**config.mk**
```make
export PLATFORM = sky130hd
export DESIGN_NAME = dot_accum
export DESIGN_NICKNAME = d
export VERILOG_FILES = /design/src/rtl/dot_accum_pkg.sv /design/src/rtl/dot_accum.sv
export SDC_FILE = /design/constraint.sdc
export NUM_CORES = 1
export LEC_CHECK = 0
export BUFFER_PORTS_ARGS = -buffer_cell sky130_fd_sc_hd__clkbuf_2
export CORE_ASPECT_RATIO = 1.1
export CORE_MARGIN = 2
export CORE_UTILIZATION = 56
export CTS_CLUSTER_DIAMETER = 30
export DETAILED_ROUTE_END_ITERATION = 8
export GPL_ROUTABILITY_DRIVEN = 0
export PLACE_DENSITY = 0.83
export SLEW_MARGIN = 0
export SYNTH_ARGS = -nofsm -noshare
export SYNTH_HDL_FRONTEND = slang
export SYNTH_SLANG_ARGS = --single-unit
export TNS_END_PERCENT = 10
```
**constraint.sdc**
```tcl
create_clock -name iCLK -period 2.7 [get_ports iCLK]
set_input_delay 0.135 -clock iCLK [delete_from_list [all_inputs] [get_ports iCLK]]
set_output_delay 0.135 -clock iCLK [all_outputs]
set_load 0.01 [all_outputs]
```
**src/rtl/dot_accum_pkg.sv**
```systemverilog
// Shared definitions for the frame-sum accumulator.
// Holds default widths and the control state encoding.
package dot_accum_pkg;

  localparam int unsigned DEFAULT_IN_W  = 17;
  localparam int unsigned DEFAULT_LEN_W = 4;
  localparam int unsigned DEFAULT_ACC_W = DEFAULT_IN_W + DEFAULT_LEN_W;

  typedef enum logic [1:0] {
    IDLE  = 2'd0,
    ACCUM = 2'd1,
    DONE  = 2'd2
  } state_e;

endpackage

```
**src/rtl/dot_accum.sv**
```systemverilog
// Frame-sum accumulator: adds N unsigned dot-product results per frame
// and presents the sum until the downstream consumer takes it.
// Ports:
//   iCLK, iRST      clock, synchronous active-high reset
//   iVALID/oREADY   upstream handshake carrying iR
//   iLEN            frame length, sampled on the first beat (0 = 2^LEN_W)
//   iCLR            synchronous frame abort
//   oSUM/oVALID     completed frame sum, held until iREADY
module dot_accum
  import dot_accum_pkg::*;
#(
  parameter int unsigned IN_W  = DEFAULT_IN_W,
  parameter int unsigned LEN_W = DEFAULT_LEN_W,
  parameter int unsigned ACC_W = IN_W + LEN_W
) (
  input  logic             iCLK,
  input  logic             iRST,
  input  logic             iVALID,
  input  logic [IN_W-1:0]  iR,
  output logic             oREADY,
  input  logic [LEN_W-1:0] iLEN,
  input  logic             iCLR,
  output logic [ACC_W-1:0] oSUM,
  output logic             oVALID,
  input  logic             iREADY
);

  // Counter and length need one extra bit to represent 2^LEN_W.
  localparam int unsigned CNT_W = LEN_W + 1;

  state_e             state_q, state_d;
  logic [ACC_W-1:0]   acc_q, acc_d;
  logic [CNT_W-1:0]   cnt_q, cnt_d;
  logic [CNT_W-1:0]   len_q, len_d;
  logic               valid_q, valid_d;
  logic               ready_q, ready_d;

  logic               beat_c;
  logic [CNT_W-1:0]   first_len_c;

  assign beat_c      = iVALID && ready_q;
  // A zero length field encodes the maximum frame of 2^LEN_W results.
  assign first_len_c = (iLEN == '0) ? {1'b1, {LEN_W{1'b0}}} : CNT_W'(iLEN);

  // Next-state, accumulator and handshake flags.
  always_comb begin
    state_d = state_q;
    acc_d   = acc_q;
    cnt_d   = cnt_q;
    len_d   = len_q;

    if (iCLR) begin
      state_d = IDLE;
      acc_d   = '0;
      cnt_d   = '0;
      len_d   = '0;
    end else begin
      case (state_q)
        IDLE: begin
          if (beat_c) begin
            len_d   = first_len_c;
            acc_d   = ACC_W'(iR);
            cnt_d   = CNT_W'(1);
            state_d = (first_len_c == CNT_W'(1)) ? DONE : ACCUM;
          end
        end
        ACCUM: begin
          if (beat_c) begin
            acc_d = acc_q + ACC_W'(iR);
            cnt_d = cnt_q + CNT_W'(1);
            if ((cnt_q + CNT_W'(1)) == len_q) state_d = DONE;
          end
        end
        DONE: begin
          if (iREADY) state_d = IDLE;
        end
        default: state_d = IDLE;
      endcase
    end

    // Flags are registered copies of the next-state decode.
    ready_d = (state_d != DONE);
    valid_d = (state_d == DONE);
  end

  // State register.
  always_ff @(posedge iCLK) begin
    if (iRST) begin
      state_q <= IDLE;
      acc_q   <= '0;
      cnt_q   <= '0;
      len_q   <= '0;
      valid_q <= 1'b0;
      ready_q <= 1'b1;
    end else begin
      state_q <= state_d;
      acc_q   <= acc_d;
      cnt_q   <= cnt_d;
      len_q   <= len_d;
      valid_q <= valid_d;
      ready_q <= ready_d;
    end
  end

  assign oSUM   = acc_q;
  assign oVALID = valid_q;
  assign oREADY = ready_q;

endmodule

```
==> metrics.md <==
| Metric | Value |
|---|---|
| Remaining DRCs | 0 |
| TritonCTS clock tree | built |
| Worst path arrival time | 2470 ps |
| Die width | 67.7 um |
| Final ANT Viol Nets | 0 |
| Rows | 25 |
| Critical-path top delay cell | fa_1 |
| Fillers | 363 |
| Top-count cell post-synth | nand2_1 |
| Synth area leaders | dfxtp_1 (28%), ha_1 (9.0%), a21oi_1 (7.8%) |
| Min Tclk post-route | 2270 ps |
| Mapped Cells | 315 |
| Net count, final | 402 |
| Hold buffer count at CTS | 0 |
| Initial antenna violation count | 0 |
| Register bit total from synthesis | 35 |
| Total power | 0.00140 W |
| Via density per instance | 5.91 |
| Top-area cell type share of the netlist area | 28.0% |
| Total core area | 4290 sq um |
| CTS max path bufs | 2 |
| Clock slew at reported path FFs | 80 ps |
| Avg Inst Size Synth | 7.94 sq um |
| Post-synth top flop | dfxtp_1 |
| Yosys warns | 0 |
| Routed len/inst | 14.6 um |
| P per Cell Area | 487 nW/um^2 |
| GRT Resource Usage Total | 25.5% |
| Placed cells | 404 |
| Maximum vdd drop | 0.358 mV |
| Mapped Area | 2500 sq um |
| H-tree depth | 2 |
| Starting Density | 58.3% |
| EDFF count, synth | 0 |
| Dpl hpwl | 4510 um |
| DR iter-0 viols | 148 |
| Fin. max-slew vios | 0 |
| Fin crit share | 84.1% |
| Leakage power | 1.25 nW |
| Synth cell types | 54 |
| Syn Nets | 360 |
| Setup TNS | 0 ps |
| Total CTS buffers | 5 |
| Largest area contributor in the netlist | dfxtp_1 |
| CTS Root Cell | clkbuf_8 |
| First-pass DRT Iterations | 4 |
| Largest net degree at the start of global routing | 29 |
| Die Y | 74.1 um |
| Most instantiated cells after synthesis | nand2_1 (51), a21oi_1 (39), dfxtp_1 (35), nor2_1 (23), ha_1 (18) |
| PortBufs | 48 |
| Final hold viol count | 0 |
| Worst-margin pin slew | 735 ps |
| Rel. slew slack | 50.8% |
| Final number of setup-violating endpoints | 0 |
| Ant diodes | 0 |
| Crit-path cells | ha_1, fa_1, a211oi_1, o311ai_2, a21oi_2, o21ai_1, xnor2_1, a221oi_1 |
| Post-cts repair resize count | 0 |
| Synth-to-layout area growth | 14.8% |
| Worst-path fanout max | 3 |
| Max-cap check violation count | 0 |
| Post-synthesis sequential area ratio | 28.0% |
| Final std cells w/o fill | 412 |
| Number of global-route vias before repair | 2,339 |
| Gr ovfl total | 0 |
| Clock latency on the worst-skew pair | 290 ps |
| Unrepaired setup endpoints after global routing | no |
| CTS sink cnt | 35 |
| Max Clk Rate | 440 MHz |
| Crit path buf inv count | 0 |
| Startpoint Class | flop |
| Via count | 2,434 |
| Run status | complete, no violations |
| Io pins | 49 |
| Setup repair bufs after CTS | 0 |
| Min Hold Slack | 70.4 ps |
| First-pass GRT wire length | 9870 um |
| WL final | 6000 um |
| Kind of critical path | reg2reg |
| Die ar. | 5020 sq um |
| Required time of the critical path | 2900 ps |
| FFs w/ async S/R, synth | 0% |
| Ratio of cells with drive above 1 in the final layout | 19.8% |
| Top Family by Delay on Critical Path | compound AO/OA/AOI/OAI gates |
| Min-delay worst type | in2reg |
| Clk_skew | 6.92 ps |
| Setup crit end kind | flop |
| Critical Path Max Stage Delay | 430 ps |
## kinds of logic (layout without fill, tap and decap cells)
| logic type | count (synthesis) | after routing | share of synthesized area (%) |
|---|---|---|---|
| DFF | 35 | 35 | 28.0 |
| muxes | 3 | 3 | 1.30 |
| adders and majority gates | 19 | 19 | 9.81 |
| xor gates and xnor gates | 19 | 19 | 6.66 |
| buffers and inverters | 22 | 65 | 4.75 |
| AOI/OAI and AO/OA | 104 | 104 | 28.7 |
| and+or+nand+nor | 113 | 113 | 20.7 |
## cell type report
cell class / instances / area [sq um] / share of cell area (%)
clock inverters: 2 / 60.1 / 2.09
repair buffers: 52 / 270 / 9.42
well taps: 54 / 67.6 / 2.35
flip-flops and latches: 35 / 701 / 24.4
inverters: 5 / 18.8 / 0.654
multi-input cells: 258 / 1680 / 58.5
clock buffers: 6 / 72.6 / 2.53
## layout by cell type (no fill, tap or decap), types with 5 or more instances in the layout
master    count
nand2_1      51
clkbuf_2     48
a21oi_1      39
dfxtp_1      35
nor2_1       23
ha_1         18
xnor2_1      14
o21ai_1      11
o21ai_0       6
nor3_1        6
o21a_1        6
xor2_1        5
nor3b_1       5
a221oi_1      5
nand3_1       5
inv_1         5
a211oi_1      5
clkbuf_8      5
## report_power, final
group / total, W / leakage [nW] / internal, W / switching [W]
Clock: 0.000578 / 0.0654 / 0.000369 / 0.000209
Sequential: 0.000545 / 0.284 / 0.000530 / 0.0000152
Combinational: 0.000273 / 0.896 / 0.000114 / 0.000160
## flip-flops by register name, summed over array words and instances, names as in the netlist
signal	count
oSUM	21
oVALID	1
oREADY	1
state_q	2
cnt_q	5
len_q	5
## tightest hold or removal path: cells and delay by family
kind                   cells  cell delay [ps]
buffers and inverters      1               90
AO/OA/AOI/OAI              1               50
AND/OR/NAND/NOR            1               50
## per-stage QoR
stage | instance area, sq um | setup slack (ps) | util, %
final | 2870 | 429 | 67.0
after global routing | 2870 | 216 | 67.0
after CTS | 2870 | 430 | 67.0
after detailed placement | 2740 | 423 | 63.9
after global placement | 2740 | 519 | 63.9
after floorplan | 2500 | 576 | -
## metal layers
| layer | share of wire (%) | wire, um | GRT usage [%] | up-vias |
|---|---|---|---|---|
| met3 | 5.0 | 298 | 4.99 | 11 |
| met5 | 0 | 0 | 0 | - |
| li1 | - | - | - | 1227 |
| met4 | 1.9 | 115 | 9.52 | 0 |
| met2 | 51 | 3060 | 46.7 | 61 |
| met1 | 42 | 2530 | 28.7 | 1135 |
## worst paths after layout
| check | startpoint | endpoint | slack, ps | cells after the start |
|---|---|---|---|---|
| worst min-delay path | iLEN[2] | len_q[2] | 70 | 3 |
| worst min register to register | len_q[3] | len_q[3] | 480 | 2 |
| worst max register to register | oSUM[0] | oSUM[10] | 430 | 8 |
| worst max-delay path | oSUM[0] | oSUM[10] | 430 | 8 |
Power figures use the tool's default switching activity.
